<file path="src/rtl/pla_sop_eval_if.sv">
// ---------------------------------------------------------------------------
// pla_sop_eval_if
//   Bundles the streaming input, streaming output and configuration-write
//   signals of pla_sop_eval.
//   master : the side that supplies vectors, consumes results, issues writes
//   slave  : the evaluator itself
// Signals:
//   in_valid/in_ready/in_data     input vector stream (N_IN literals)
//   out_valid/out_ready/out_data  result stream (N_OUT functions)
//   out_terms                     S2 term vector (only with PLA_TERMS_OUT_EN)
//   cfg_we/cfg_ready/cfg_addr/cfg_data  config write, held until cfg_ready
//   cfg_err                       sticky out-of-range write flag
// ---------------------------------------------------------------------------
interface pla_sop_eval_if #(
    parameter int N_IN    = 4,
    parameter int N_TERMS = 4,
    parameter int N_OUT   = 1,
    parameter int CFG_AW  = 4
);
    logic                in_valid;
    logic                in_ready;
    logic [N_IN-1:0]     in_data;
    logic                out_valid;
    logic                out_ready;
    logic [N_OUT-1:0]    out_data;
`ifdef PLA_TERMS_OUT_EN
    logic [N_TERMS-1:0]  out_terms;
`endif
    logic                cfg_we;
    logic                cfg_ready;
    logic [CFG_AW-1:0]   cfg_addr;
    logic [2*N_IN-1:0]   cfg_data;
    logic                cfg_err;

    modport master (
        output in_valid, in_data, out_ready, cfg_we, cfg_addr, cfg_data,
        input  in_ready, out_valid, out_data, cfg_ready, cfg_err
`ifdef PLA_TERMS_OUT_EN
        , out_terms
`endif
    );

    modport slave (
        input  in_valid, in_data, out_ready, cfg_we, cfg_addr, cfg_data,
        output in_ready, out_valid, out_data, cfg_ready, cfg_err
`ifdef PLA_TERMS_OUT_EN
        , out_terms
`endif
    );
endinterface

</file>
<file path="src/rtl/pla_sop_eval.sv">
// ---------------------------------------------------------------------------
// pla_sop_eval
//   Runtime-programmable PLA: each input vector is matched against N_TERMS
//   product terms (care/polarity per literal); each of N_OUT outputs ORs a
//   programmable subset of the terms. Two-stage valid/ready pipeline
//   (S1 = term vector, S2 = OR results), one result per cycle.
//   Config writes go through IDLE -> DRAIN -> WRITE so that the pipeline
//   never mixes old and new configuration.
// Ports:
//   clk     rising-edge clock
//   rst_n   asynchronous active-low reset (restores default config)
//   io_bus  pla_sop_eval_if.slave (streams + config port)
// Optional build macro:
//   PLA_TERMS_OUT_EN  adds io_bus.out_terms, the term vector carried into S2
// ---------------------------------------------------------------------------
module pla_sop_eval #(
    parameter int N_IN    = 4,
    parameter int N_TERMS = 4,
    parameter int N_OUT   = 1,
    parameter int CFG_AW  = 4
) (
    input  logic             clk,
    input  logic             rst_n,
    pla_sop_eval_if.slave    io_bus
);

    typedef enum logic [1:0] {ST_IDLE, ST_DRAIN, ST_WRITE} state_t;

    // Defaults reproduce the legacy four-input SOP network:
    // x1'x2'x3' + x1'x3'x4 + x1x2x4' + x2x3 on output 0.
    localparam bit DFLT_OK = (N_IN >= 4) && (N_TERMS >= 4);

    function automatic logic [N_IN-1:0] dflt_care(input int k);
        logic [15:0] v;
        case (k)
            0:       v = 16'h0007;
            1:       v = 16'h000D;
            2:       v = 16'h000B;
            3:       v = 16'h0006;
            default: v = 16'h0000;
        endcase
        if (!DFLT_OK) v = 16'h0000;
        return v[N_IN-1:0];
    endfunction

    function automatic logic [N_IN-1:0] dflt_pol(input int k);
        logic [15:0] v;
        case (k)
            1:       v = 16'h0008;
            2:       v = 16'h0003;
            3:       v = 16'h0006;
            default: v = 16'h0000;
        endcase
        if (!DFLT_OK) v = 16'h0000;
        return v[N_IN-1:0];
    endfunction

    function automatic logic [N_TERMS-1:0] dflt_mask(input int j);
        logic [N_TERMS-1:0] m;
        for (int b = 0; b < N_TERMS; b++) m[b] = DFLT_OK && (j == 0) && (b < 4);
        return m;
    endfunction

    state_t              r_state;
    logic                r_cfg_ready;
    logic                r_cfg_err;
    logic                r_en;
    logic [N_IN-1:0]     r_care [N_TERMS];
    logic [N_IN-1:0]     r_pol  [N_TERMS];
    logic [N_TERMS-1:0]  r_mask [N_OUT];

    logic                r_vld_p1;
    logic                r_vld_p2;
    logic [N_TERMS-1:0]  r_terms_p1;
    logic [N_OUT-1:0]    r_out_p2;
`ifdef PLA_TERMS_OUT_EN
    logic [N_TERMS-1:0]  r_terms_p2;
`endif

    logic [N_TERMS-1:0]  w_terms_p0;
    logic [N_OUT-1:0]    w_or_p1;
    logic                w_s2_adv;
    logic                w_s1_open;
    logic                w_in_ready;
    logic                w_accept;
    int                  w_addr;
    logic                w_addr_ok;

    assign w_addr     = int'(io_bus.cfg_addr);
    assign w_addr_ok  = (w_addr < N_TERMS + N_OUT);
    assign w_s2_adv   = !r_vld_p2 || io_bus.out_ready;
    assign w_s1_open  = !r_vld_p1 || w_s2_adv;
    // cfg_we blocks inputs combinationally so a write wins over a same-cycle vector.
    assign w_in_ready = r_en && (r_state == ST_IDLE) && !io_bus.cfg_we && w_s1_open;
    assign w_accept   = io_bus.in_valid && w_in_ready;

    // A literal mismatches when it is cared about and differs from its polarity.
    always_comb begin
        w_terms_p0 = '0;
        for (int k = 0; k < N_TERMS; k++)
            w_terms_p0[k] = ~|(r_care[k] & (io_bus.in_data ^ r_pol[k]));
    end

    always_comb begin
        w_or_p1 = '0;
        for (int j = 0; j < N_OUT; j++)
            w_or_p1[j] = |(r_mask[j] & r_terms_p1);
    end

    // Config FSM and configuration registers
    always_ff @(posedge clk or negedge rst_n) begin
        if (!rst_n) begin
            r_state     <= ST_IDLE;
            r_cfg_ready <= 1'b0;
            r_cfg_err   <= 1'b0;
            r_en        <= 1'b0;
            for (int k = 0; k < N_TERMS; k++) begin
                r_care[k] <= dflt_care(k);
                r_pol[k]  <= dflt_pol(k);
            end
            for (int j = 0; j < N_OUT; j++) r_mask[j] <= dflt_mask(j);
        end else begin
            r_en <= 1'b1;
            case (r_state)
                ST_IDLE: begin
                    if (io_bus.cfg_we) r_state <= ST_DRAIN;
                end
                ST_DRAIN: begin
                    if (!r_vld_p1 && !r_vld_p2) begin
                        r_state     <= ST_WRITE;
                        r_cfg_ready <= 1'b1;
                    end
                end
                ST_WRITE: begin
                    r_state     <= ST_IDLE;
                    r_cfg_ready <= 1'b0;
                    if (!w_addr_ok) r_cfg_err <= 1'b1;
                    for (int k = 0; k < N_TERMS; k++)
                        if (w_addr == k) {r_care[k], r_pol[k]} <= io_bus.cfg_data;
                    for (int j = 0; j < N_OUT; j++)
                        if (w_addr == N_TERMS + j) r_mask[j] <= io_bus.cfg_data[N_TERMS-1:0];
                end
                default: r_state <= ST_IDLE;
            endcase
        end
    end

    // Stage S1: term vector
    always_ff @(posedge clk) begin
        if (w_accept) r_terms_p1 <= w_terms_p0;
    end

    // Stage S2: OR results (held while stalled)
    always_ff @(posedge clk or negedge rst_n) begin
        if (!rst_n) begin
            r_vld_p1   <= 1'b0;
            r_vld_p2   <= 1'b0;
            r_out_p2   <= '0;
`ifdef PLA_TERMS_OUT_EN
            r_terms_p2 <= '0;
`endif
        end else begin
            if (w_s1_open) r_vld_p1 <= w_accept;
            if (w_s2_adv) begin
                r_vld_p2 <= r_vld_p1;
                if (r_vld_p1) begin
                    r_out_p2   <= w_or_p1;
`ifdef PLA_TERMS_OUT_EN
                    r_terms_p2 <= r_terms_p1;
`endif
                end
            end
        end
    end

    assign io_bus.in_ready  = w_in_ready;
    assign io_bus.out_valid = r_vld_p2;
    assign io_bus.out_data  = r_out_p2;
    assign io_bus.cfg_ready = r_cfg_ready;
    assign io_bus.cfg_err   = r_cfg_err;
`ifdef PLA_TERMS_OUT_EN
    assign io_bus.out_terms = r_terms_p2;
`endif

endmodule

</file>
<file path="src/flat_wrapper.sv">
// flat-port wrapper written by rule: the top's interface ports become plain ports
module pla_sop_eval_flat 
#(
    parameter int N_IN    = 4,
    parameter int N_TERMS = 4,
    parameter int N_OUT   = 1,
    parameter int CFG_AW  = 4
)
  (clk, rst_n, io_bus_in_valid, io_bus_in_data, io_bus_out_ready, io_bus_cfg_we, io_bus_cfg_addr, io_bus_cfg_data, io_bus_in_ready, io_bus_out_valid, io_bus_out_data, io_bus_cfg_ready, io_bus_cfg_err);
  pla_sop_eval_if #(.N_IN(N_IN), .N_TERMS(N_TERMS), .N_OUT(N_OUT), .CFG_AW(CFG_AW)) io_bus_i ();
  input  logic clk;
  input  logic rst_n;
  input wire logic [$bits(io_bus_i.in_valid)-1:0] io_bus_in_valid;
  input wire logic [$bits(io_bus_i.in_data)-1:0] io_bus_in_data;
  input wire logic [$bits(io_bus_i.out_ready)-1:0] io_bus_out_ready;
  input wire logic [$bits(io_bus_i.cfg_we)-1:0] io_bus_cfg_we;
  input wire logic [$bits(io_bus_i.cfg_addr)-1:0] io_bus_cfg_addr;
  input wire logic [$bits(io_bus_i.cfg_data)-1:0] io_bus_cfg_data;
  output wire logic [$bits(io_bus_i.in_ready)-1:0] io_bus_in_ready;
  output wire logic [$bits(io_bus_i.out_valid)-1:0] io_bus_out_valid;
  output wire logic [$bits(io_bus_i.out_data)-1:0] io_bus_out_data;
  output wire logic [$bits(io_bus_i.cfg_ready)-1:0] io_bus_cfg_ready;
  output wire logic [$bits(io_bus_i.cfg_err)-1:0] io_bus_cfg_err;
  assign io_bus_i.in_valid = io_bus_in_valid;
  assign io_bus_i.in_data = io_bus_in_data;
  assign io_bus_i.out_ready = io_bus_out_ready;
  assign io_bus_i.cfg_we = io_bus_cfg_we;
  assign io_bus_i.cfg_addr = io_bus_cfg_addr;
  assign io_bus_i.cfg_data = io_bus_cfg_data;
  assign io_bus_in_ready = io_bus_i.in_ready;
  assign io_bus_out_valid = io_bus_i.out_valid;
  assign io_bus_out_data = io_bus_i.out_data;
  assign io_bus_cfg_ready = io_bus_i.cfg_ready;
  assign io_bus_cfg_err = io_bus_i.cfg_err;
  pla_sop_eval #(.N_IN(N_IN), .N_TERMS(N_TERMS), .N_OUT(N_OUT), .CFG_AW(CFG_AW)) u_core (.clk(clk), .rst_n(rst_n), .io_bus(io_bus_i));
endmodule
</file>
<file path="config.mk">
export PLATFORM = sky130hd
export DESIGN_NAME = pla_sop_eval_flat
export DESIGN_NICKNAME = d
export VERILOG_FILES = /design/src/rtl/pla_sop_eval_if.sv /design/src/rtl/pla_sop_eval.sv /design/src/flat_wrapper.sv
export SDC_FILE = /design/constraint.sdc
export NUM_CORES = 1
export LEC_CHECK = 0
export CORE_UTILIZATION = 55
export DETAILED_ROUTE_END_ITERATION = 8
export GPL_TIMING_DRIVEN = 0
export PLACE_DENSITY = 0.76
export SETUP_SLACK_MARGIN = 0.15
export SLEW_MARGIN = 20
export SYNTH_ARGS = -nofsm -noshare
export SYNTH_HDL_FRONTEND = slang
export SYNTH_SLANG_ARGS = --single-unit
</file>
<file path="constraint.sdc">
create_clock -name clk -period 3.55 [get_ports clk]
set_input_delay 0.71 -clock clk [delete_from_list [all_inputs] [get_ports clk]]
set_output_delay 0.71 -clock clk [all_outputs]
set_load 0.1 [all_outputs]
</file>
; ---- After elaboration in Yosys (flattened, before gate mapping)
; Cells that the tools add are included.
[op_classes]
magnitude_cmp = 1
eq_ne = 8
n_mux = 5
n_bitwise = 10
reduce_logical = 31
[ops]
columns = op, count
row1 = 32-bit logical NOT, 1
row2 = 4-bit AND, 5
row3 = 4-bit OR reduction, 5
row4 = 2-bit AND reduction, 9
row5 = 4-bit XOR, 4
row6 = "4-bit by 3-bit equality test with 1-bit output, second input constant", 2
row7 = 1-bit logical NOT, 7
row8 = 1-bit logical AND, 5
row9 = "4-bit by 2-bit equality test with 1-bit output, second input constant", 1
row10 = "4-bit equality test, second input constant", 1
row11 = "4-bit by 3-bit less-than comparator with 1-bit output, second input constant", 1
row12 = 2-bit 2-to-1 mux, 2
row13 = 2-bit one-hot mux with 2 select lines, 1
row14 = "2-bit by 1-bit equality test with 1-bit output, second input constant", 1
row15 = "2-bit equality test, second input constant", 1
row16 = 2-bit logical NOT, 1
row17 = 1-bit logical OR, 2
row18 = "2-bit by 1-bit != test with 1-bit output, second input constant", 1
row19 = "2-bit != test, second input constant", 1
row20 = 1-bit one-hot mux with 2 select lines, 1
row21 = 2-bit nonzero test, 1
row22 = 1-bit 2-to-1 mux, 1
row23 = 1-bit NOT, 1
[totals]
regBits = 48
in_bits = 21
output_inout_bits = 5
word_cells = 72

; ---- Longest topological paths before layout
[logic_depth]
word_depth = 5
depth_mapped = 4
depth_no_buf = 3

; ---- Worst setup path after synthesis
; OpenSTA, ideal clock, no wires.
[synth_timing]
path_kind = register to output
startpoint = reg u_core.r_vld_p2 (netlist: u_core.io_bus.out_valid)
endpoint = out io_bus_in_ready
arrival_ps = 3980
t_required_ps = 2840
setup_slack_ps = -1140
path_stages_with_launch = 4
path_buffers = 0
path_cell_list = dfrtp_1 nand2b_1 nor2_1 nor4_1
[synth_via]
elab_chain_len = 4
[synth_lines]
columns = item, line_no
row1 = start: declaration, pla_sop_eval.sv:73  ; logic r_vld_p2;
row2 = start signal: assignment, pla_sop_eval.sv:165  ; r_vld_p2 <= r_vld_p1;
row3 = 1-bit logical NOT, pla_sop_eval.sv:91  ; assign w_s2_adv = !r_vld_p2 || io_bus.out_ready;
row4 = 1-bit logical OR, pla_sop_eval.sv:91
row5 = 1-bit logical OR, pla_sop_eval.sv:92  ; assign w_s1_open = !r_vld_p1 || w_s2_adv;
row6 = 1-bit logical AND, pla_sop_eval.sv:94  ; assign w_in_ready = r_en && (r_state == ST_IDLE) && !io_bus.cfg_we && w_s1_open;
row7 = end: declaration, flat_wrapper.sv:19  ; output wire logic [$bits(io_bus_i.in_ready)-1:0] io_bus_in_ready;
; No other way between the ends.

; ---- Worst setup path after layout
[layout_timing]
startpoint = in io_bus_out_ready
endpoint = out io_bus_in_ready
[layout_via]
elab_chain_len = 3
[layout_lines]
columns = item, line_no
row1 = start: declaration, flat_wrapper.sv:15  ; input wire logic [$bits(io_bus_i.out_ready)-1:0] io_bus_out_ready;
row2 = 1-bit logical OR, pla_sop_eval.sv:91
row3 = 1-bit logical OR, pla_sop_eval.sv:92
row4 = 1-bit logical AND, pla_sop_eval.sv:94
; No other way between the ends.

==> impl_summary.log <==
[metrics] final routed DRC violation total: 0
[metrics] # nets final: 193
[metrics] clock network latency to the later pin of the worst-skew pair: 310 ps
[metrics] number of failing hold endpoints at the final stage: 0
[metrics] Avg Inst Size Synth: 15.18 um2
[metrics] overall die area: 4087 um2
[metrics] CTS clk-pin slew, worst paths: 80 ps
[metrics] count of non-filler cells in the finished layout: roughly 220
[metrics] TritonCTS Buffers: 5
[metrics] number of antenna violations at the first check in global routing: 0
[metrics] post-synthesis cell type with the largest combined area: sky130_fd_sc_hd__dfrtp_1
[metrics] unrepaired setup endpoints after global routing: no
[metrics] class of the tightest hold or removal check: input port to asynchronous set/reset pin
[metrics] area post-placement: 2450 um2
[metrics] Post-synth ARST share: 91.67%
[metrics] post-route clock skew: 7.816 ps
[metrics] Tot Pwr: 0.001770 W
[metrics] H-tree Lvls: 2
[metrics] clk sink count: 48
[metrics] number of detailed-routing iterations run before antenna repair: 3
[metrics] total of max-cap violations: 0
[metrics] Clock Tree Root: sky130_fd_sc_hd__clkbuf_8
[metrics] syn_nets: 160
[metrics] status: finished clean
[metrics] slew at the pin closest to its max-slew limit: 967.3 ps
[metrics] Top FF cell, synth: sky130_fd_sc_hd__dfrtp_1
[metrics] DIE WIDTH: 63.93 um
[metrics] post-cts gate resize count: 1
[metrics] minimum period implied by the final worst setup slack: 3234 ps
[metrics] number of enable flip-flop cells after synthesis: 4
[metrics] HPWL reported at the end of detailed placement: around 2.9 mm
[metrics] crit path max fanout: 5
[metrics] TritonCTS clock tree: yes
[metrics] library cell with the highest instance count after synthesis: sky130_fd_sc_hd__mux2_2
[metrics] crit path kind: input port to output port
[metrics] setup violators final: 0
[metrics] row count: 22
[metrics] Final period util: 91.10%
[metrics] Remaining Overflow, GRT: 0
[metrics] critical-path cell list: clkdlybuf4s50_1 -> nand2b_1 -> nor2_1 -> nor4_4 -> dlygate4sd2_1
[metrics] Peak Freq: around 300 MHz
[metrics] cells after synthesis: 139
[metrics] data required time at the worst endpoint: 2840 ps
[metrics] die height: 63.93 um
[metrics] hold buffer count at cts: 0
[metrics] Synth top cells by count: sky130_fd_sc_hd__mux2_2 (32), sky130_fd_sc_hd__dfrtp_1 (24), sky130_fd_sc_hd__dfstp_2 (20), sky130_fd_sc_hd__xor2_1 (16)
[metrics] Starting Density: between 50 and 60%
[metrics] vias in the first global route: 1,348
[metrics] gr usage total: 22.46%
[metrics] number of vias after detailed routing: 1,242
[metrics] pins over their slew limit: 0
[metrics] largest net degree at the start of global routing: 29
[metrics] number of nets with antenna violations after routing: 0
[metrics] number of distinct standard cells referenced by the synthesized netlist: 30
[metrics] highest-delay cell along the critical path: sky130_fd_sc_hd__dlygate4sd2_1
[metrics] number of buffers added on ports: 25
[metrics] Cell Area, Synth: 2110 um2
[metrics] flip-flop and latch count after synthesis: 48
[metrics] global-route wire length before repair: 6.548 mm
[metrics] average detailed-routed wire length per instance: 17.10 um
[metrics] CP peak stage delay: 880 ps
[metrics] post-synthesis to final-layout area growth: 21.35%
[metrics] peak ir drop on the vdd network: 0.4398 mV
[metrics] leakage power summed over all cells: 1.125 nW
[metrics] via/cell ratio: about 5.6
[metrics] power per cell area: a little under 700 nW/um2
[metrics] Routability Congestion: 0.7442
[metrics] number of buffers added for setup after CTS: 0
[metrics] number of instances in the placed design: 213
[metrics] crit end category: output port
[metrics] worst path arrival time: 2520 ps
[metrics] synth warn: 0
[metrics] core area: between 3000 and 4000 um2
[metrics] count of inserted antenna diode cells: 0
[metrics] post-synth top area share: 28.47%
[metrics] boundary pin count: 26
[metrics] total length of routed wires: about 3.8 mm
[metrics] aggregate negative setup slack: 0 ps
[metrics] Starting DRT DRC Count: 30
[metrics] synth top area cells: sky130_fd_sc_hd__dfrtp_1 (28%), sky130_fd_sc_hd__dfstp_2 (25%), sky130_fd_sc_hd__mux2_2 (17%), sky130_fd_sc_hd__xor2_1 (6.6%), sky130_fd_sc_hd__edfxtp_1 (5.7%)
[metrics] fraction of final layout cells with drive strength greater than 1: between 40% and 50%
[metrics] worst rel slew slack: 35.31%
[metrics] number of buffers on the longest clock path: 2
[metrics] Setup crit start kind: input port
[metrics] post-route cell area: ~2600 um2
[metrics] register area share after synthesis: 59.07%
## metal layers
| layer | up-vias | routed length, um | GRT usage, % |
|---|---|---|---|
| li1 | 572 | - | - |
| met1 | 642 | 1592 | 26.57 |
| met2 | 20 | 1961 | 38.56 |
| met3 | 8 | 130 | 4.286 |
| met4 | 0 | 95 | 11.93 |
| met5 | - | 0 | 0 |
## final timing paths
kind / start / end / slack (ps) / cells past startpoint
max reg2reg: u_core.r_state[0] / u_core.r_terms_p1[3] / 1700 / 2
min reg2reg: u_core.io_bus.cfg_err / u_core.io_bus.cfg_err / 480 / 1
max in group asynchronous: rst_n / u_core.r_care[13] / 2680 / 2
max: io_bus_out_ready / io_bus_in_ready / 320 / 5
min: rst_n / u_core.io_bus.cfg_err / 320 / 1
min in group clk: u_core.io_bus.cfg_err / u_core.io_bus.cfg_err / 480 / 1
## power by group
| group | leakage (nW) | switching [W] | internal, W |
|---|---|---|---|
| clock | 0.0558 | 0.000183 | 0.000209 |
| sequential | 0.551 | 0.000114 | 0.000767 |
| combinational | 0.519 | 0.000255 | 0.000243 |
| total | 1.13 | 0.000551 | 0.00122 |
## critical path: cells and delay by family
| family | cells | cell delay [ps] |
|---|---|---|
| buf+inv | 2 | 1330 |
| simple gates | 3 | 490 |
## logic make-up after synthesis
kind of cell	after synthesis	share of synthesized area, %
buf+inv	3	0.7120
mux	36	19.93
other cells	1	0.1778
xor+xnor	16	6.643
simple gates	18	6.939
flops	48	59.07
compound gates	17	6.524
## sequential cells by signal (all words and copies together), names as in the netlist
signal and count:
u_core.r_care 16, u_core.r_pol 16, u_core.r_mask 4, u_core.r_terms_p1 4, u_core.r_state 2, u_core.io_bus.cfg_err 1
u_core.io_bus.cfg_ready 1, u_core.io_bus.out_data 1, u_core.io_bus.out_valid 1, u_core.r_en 1, u_core.r_vld_p1 1
## layout by cell type, fill, tap and decap left out, drive strengths merged
master         instances
nand2                  2
xor2                  16
a211oi                 1
dfstp                 20
a21o                   1
and3                   1
o21ba                  1
o21bai                 1
dfrtp                 24
a221oi                 5
a21oi                  1
clkdlybuf4s50         23
edfxtp                 4
nand2b                 3
buf                    3
a31oi                  1
nand3b                 2
nor4                   1
inv                    2
conb                   1
nor4b                  2
clkbuf                 5
a22o                   5
dlygate4sd2            1
or4b                   2
mux2                  36
clkinv                 2
bufinv                 1
nor2                   5
o21ai                  1
## area by class of cell
class	instances	area, um2
flip-flops and latches	48	1246
fillers	273	1101
multi-input cells	88	863.3
repair buffers	26	264.0
clock buffers	5	68.82
well taps	48	60.06
clock inverters	3	42.54
plain buffers	1	7.507
inverters	2	7.507
## metrics by stage
stage	hold slack [ps]	worst slack (ps)	utilization, %
2_1_floorplan	414.4	645.2	-
6_report	320.4	316.1	69.92
3_5_place_dp	461.6	24.44	66.92
4_1_cts	324.0	308.5	69.92
3_3_place_gp	461.3	59.36	66.51
5_1_grt	331.2	254.7	69.92
No activity file was read; power rests on OpenSTA's default activity.
==> patch 1 (same flow settings) <==
Reset style: synchronous (`rst_n`), changed in 2 clocked blocks. Comments in the files are not updated.
--- a/src/rtl/pla_sop_eval.sv
+++ b/src/rtl/pla_sop_eval.sv
@@ -109,5 +109,5 @@
 
     // Config FSM and configuration registers
-    always_ff @(posedge clk or negedge rst_n) begin
+    always_ff @(posedge clk) begin
         if (!rst_n) begin
             r_state     <= ST_IDLE;
@@ -152,5 +152,5 @@
 
     // Stage S2: OR results (held while stalled)
-    always_ff @(posedge clk or negedge rst_n) begin
+    always_ff @(posedge clk) begin
         if (!rst_n) begin
             r_vld_p1   <= 1'b0;
Behaviour: differs if rst_n is asserted again (counterexample within 4 cycles, from zero or initial values and one cycle with rst_n low); with rst_n held inactive, the same outputs for 10 cycles.
==> patch 1 against the unedited design <==
  * Via count rose by 38%
  * Critical path depth fell by 1
  * Sequential cell count did not move
  * Wire length rose by 32%
  * Count of clock-buffer cells in the layout did not move
  * Design area fell by 2.8%
  * Hold slack improved by 0.13 ns
  * Core utilization rose by 1.8 points
  * Worst setup slack improved by 0.0060 ns
  * Area after synthesis fell by 1.8%
  * Final cell count rose by 31%
Power is not compared: it rests on default switching activity, and its combinational part moved more than twofold at a synthesized area within 25%.
==> patch 1: results (changes against the unedited design) <==
grtUsageMet2: 0.445  # +0.0598
multi_input_cells: 142  # +61%
ys_seq_area_frac: 0.503  # -0.0880
multi_input_area_share: 0.378  # +0.0408
synth_area_leaders: "dfxtp_1 39%, edfxtp_1 12%, mux2i_1 7.7%"
final_cell_count_no_fill: 290  # +31%
synthFlopType: "dfxtp_1"
hp-class: "register to register"
cp_slowest_stage_delay_ns: 0.85  # -0.03 ns
bufAreaShareNonClock: 0.118  # +0.0116
status: "complete, no violations"
grt_max_degree: 16  # -45%
dpl-instance-area_um2: 2380  # -2.9%
use_met3: 0.0652  # +0.0224
wl_met3_um: 343  # +160%
routedWlPerCell_um: 17.3  # +0.97%
synthArstFlopShare: 0  # -0.917
fp.coreArea_um2: 3470  # -5.3%
grt_pass1_wl_um: 8360  # +28%
finalClockSkew_ns: 0.0108  # +0.00301 ns
tightest_slew_ns: 0.979  # +0.0120 ns
synth_cell_types: 37  # +23%
n_fill_cell: 276  # +1.1%
num_vias: 1718  # +38%
final_layout_size_suffix_gt1_frac: 0.0492  # -0.390
first_iter_violations: 154  # +410%
critPathMaxFanout: 2  # -3
nNonClkBuffers: 34  # +26%
grt.total_usage: 0.276  # +0.0516
clk_share: 0.0447  # +0.00125
drt-met1-wl_um: 2200  # +38%
yosysMostFrequentCell: "dfxtp_1"
==> patch 1: cell count changes after synthesis, moves of 5 or more <==
cell,unedited run,this run
dfxtp_1,0,40
mux2_2,32,0
nand2_1,1,33
dfrtp_1,24,0
dfstp_2,20,0
o211ai_1,0,17
mux2i_1,0,16
o21ai_0,1,13
inv_1,2,12
clkbuf_1,0,5
nand3_1,0,5
==> patch 1: per-stage QoR <==
step	hold WS, ns	utilization	worst slack, ns	power, mW
after detailed placement	0.439	0.686	0.0538	0.699
after global routing	0.481	0.718	0.154	1.12
after global placement	0.436	0.686	0.0825	0.696
final	0.451	0.718	0.322	1.08
after floorplan	0.434	-	0.998	0.644
after CTS	0.452	0.718	0.322	1.08
==> patch 1: cells by family after synthesis <==
group           share of synthesized area
flops                               0.503
mux                                0.0773
xor+xnor                           0.0677
compound gates                      0.158
simple gates                        0.151
buf+inv                            0.0429
==> patch 1: worst paths after layout <==
check | startpoint | end | slack, ns | cells after the start
hold reg to reg | u_core.io_bus.cfg_err$_SDFFE_PN0P_ | u_core.io_bus.cfg_err$_SDFFE_PN0P_ | 0.45 | 2
setup / recovery | io_bus_cfg_we | io_bus_in_ready | 0.32 | 4
hold / removal | u_core.io_bus.cfg_err$_SDFFE_PN0P_ | u_core.io_bus.cfg_err$_SDFFE_PN0P_ | 0.45 | 2
setup reg to reg | u_core.r_state[0]$_SDFFE_PN0P_ | u_core.r_care[1]$_SDFFE_PN1P_ | 1.72 | 5
==> patch 1: worst min-delay path: stages (launching register included) <==
cell     delay (ns)
dfxtp_1        0.32
nand2_1        0.05
nand2_1        0.04
==> patch 1: power breakdown <==
| group | internal [mW] | switching, mW |
|---|---|---|
| sequential | 0.561 | 0.00568 |
| combinational | 0.0446 | 0.0772 |
| clock | 0.209 | 0.186 |
| total | 0.814 | 0.269 |
==> patch 2 (same flow settings) <==
Without the edit above. `N_OUT` is set to 1 in 3 places; all go to 2.
--- a/src/rtl/pla_sop_eval_if.sv
+++ b/src/rtl/pla_sop_eval_if.sv
@@ -15,5 +15,5 @@
     parameter int N_IN    = 4,
     parameter int N_TERMS = 4,
-    parameter int N_OUT   = 1,
+    parameter int N_OUT   = 2,
     parameter int CFG_AW  = 4
 );
--- a/src/rtl/pla_sop_eval.sv
+++ b/src/rtl/pla_sop_eval.sv
@@ -17,5 +17,5 @@
     parameter int N_IN    = 4,
     parameter int N_TERMS = 4,
-    parameter int N_OUT   = 1,
+    parameter int N_OUT   = 2,
     parameter int CFG_AW  = 4
 ) (
--- a/src/flat_wrapper.sv
+++ b/src/flat_wrapper.sv
@@ -4,5 +4,5 @@
     parameter int N_IN    = 4,
     parameter int N_TERMS = 4,
-    parameter int N_OUT   = 1,
+    parameter int N_OUT   = 2,
     parameter int CFG_AW  = 4
 )
Interface: changed (resized io_bus_out_data); port bits go from 26 to 27. The function was not compared with the original's and may differ.
==> patch 2 against the unedited design <==
  * Core utilization down 1.0 points
  * Area after synthesis increased by 8.7%
  * Design area grew 7.7%
  * Worst setup slack worse by 0.054 ns
  * Clock skew up 0.0018 ns
  * Sequential cell count grew 5
  * First-iteration DRC count rose by 60%
  * Wire length up 16%
  * Power grew 9.7%
  * Critical endpoint unchanged
  * Largest cell class unchanged
==> patch 2: results (changes against the unedited design) <==
drt-met1-wl_um: 1890  # +19%
gp_congestion: 0.721  # -3.2%
grtUsageMet1: 0.291  # +0.0254
sh_seq_area: 0.498  # +0.0107
io_buffers: 26  # +4.0%
cp_data_arrival_time_ns: 2.58  # +0.06 ns
synth-seq-cells: 53  # +10%
multi_input_cells: 99  # +13%
n_all_inverters: 1  # -1
period_minus_slack_ns: 3.29  # +0.0538 ns
grt_pass1_wl_um: 7180  # +9.7%
nNonClkBuffers: 28  # +3.7%
dr.pass1.iters: 4  # +1
critPathMaxFanout: 7  # +2
synth_compound_area_frac: 0.0699  # +0.00463
clk_share: 0.0404  # -0.00310
ys_seq_area_frac: 0.598  # +0.00751
grtUsageMet2: 0.386  # +0.000725
p_leak_nw: 1.20  # +6.7%
netlist_instances: 154  # +11%
route.met2.wl_um: 2290  # +17%
routedWlPerCell_um: 18.4  # +7.5%
wl_met3_um: 136  # +4.6%
status: "complete, no violations"
whs_ns: 0.347  # +0.0267 ns
dpl-instance-area_um2: 2650  # +8.0%
first_iter_violations: 48  # +60%
synth_cell_types: 29  # -3.3%
synth_area_um2: 2290  # +8.7%
finalClockSkew_ns: 0.00963  # +0.00182 ns
bufAreaShareNonClock: 0.104  # -0.00211
grt_pass1_vias: 1409  # +4.5%
==> patch 2: cell types whose count changed in the layout (fill, tap and decap cells not counted), sizes merged, moves of 2 or more <==
cell	change
dfrtp	+5
clkinv	-2
mux2	+4
a21oi	+2
clkbuf	+3
==> patch 2: logic make-up (layout without fill, tap and decap cells) <==
family / count (synthesis) / count (layout)
mux: 40 / 40
xor+xnor: 16 / 16
other cells: 1 / 1
compound gates: 21 / 21
flops: 53 / 53
simple gates: 21 / 21
buf+inv: 2 / 37
==> patch 2: per-stage QoR <==
stage	util	total power, mW
floorplan	-	1.37
global placement	0.657	1.52
detailed placement	0.661	1.56
CTS	0.689	1.95
global route	0.689	2.04
finish	0.689	1.94
==> patch 2: report_power, final <==
part	switching, mW	total (mW)	leakage, nW	internal (mW)
Clock	0.191	0.393	0.0566	0.202
Combinational	0.323	0.581	0.530	0.258
Sequential	0.126	0.967	0.615	0.841
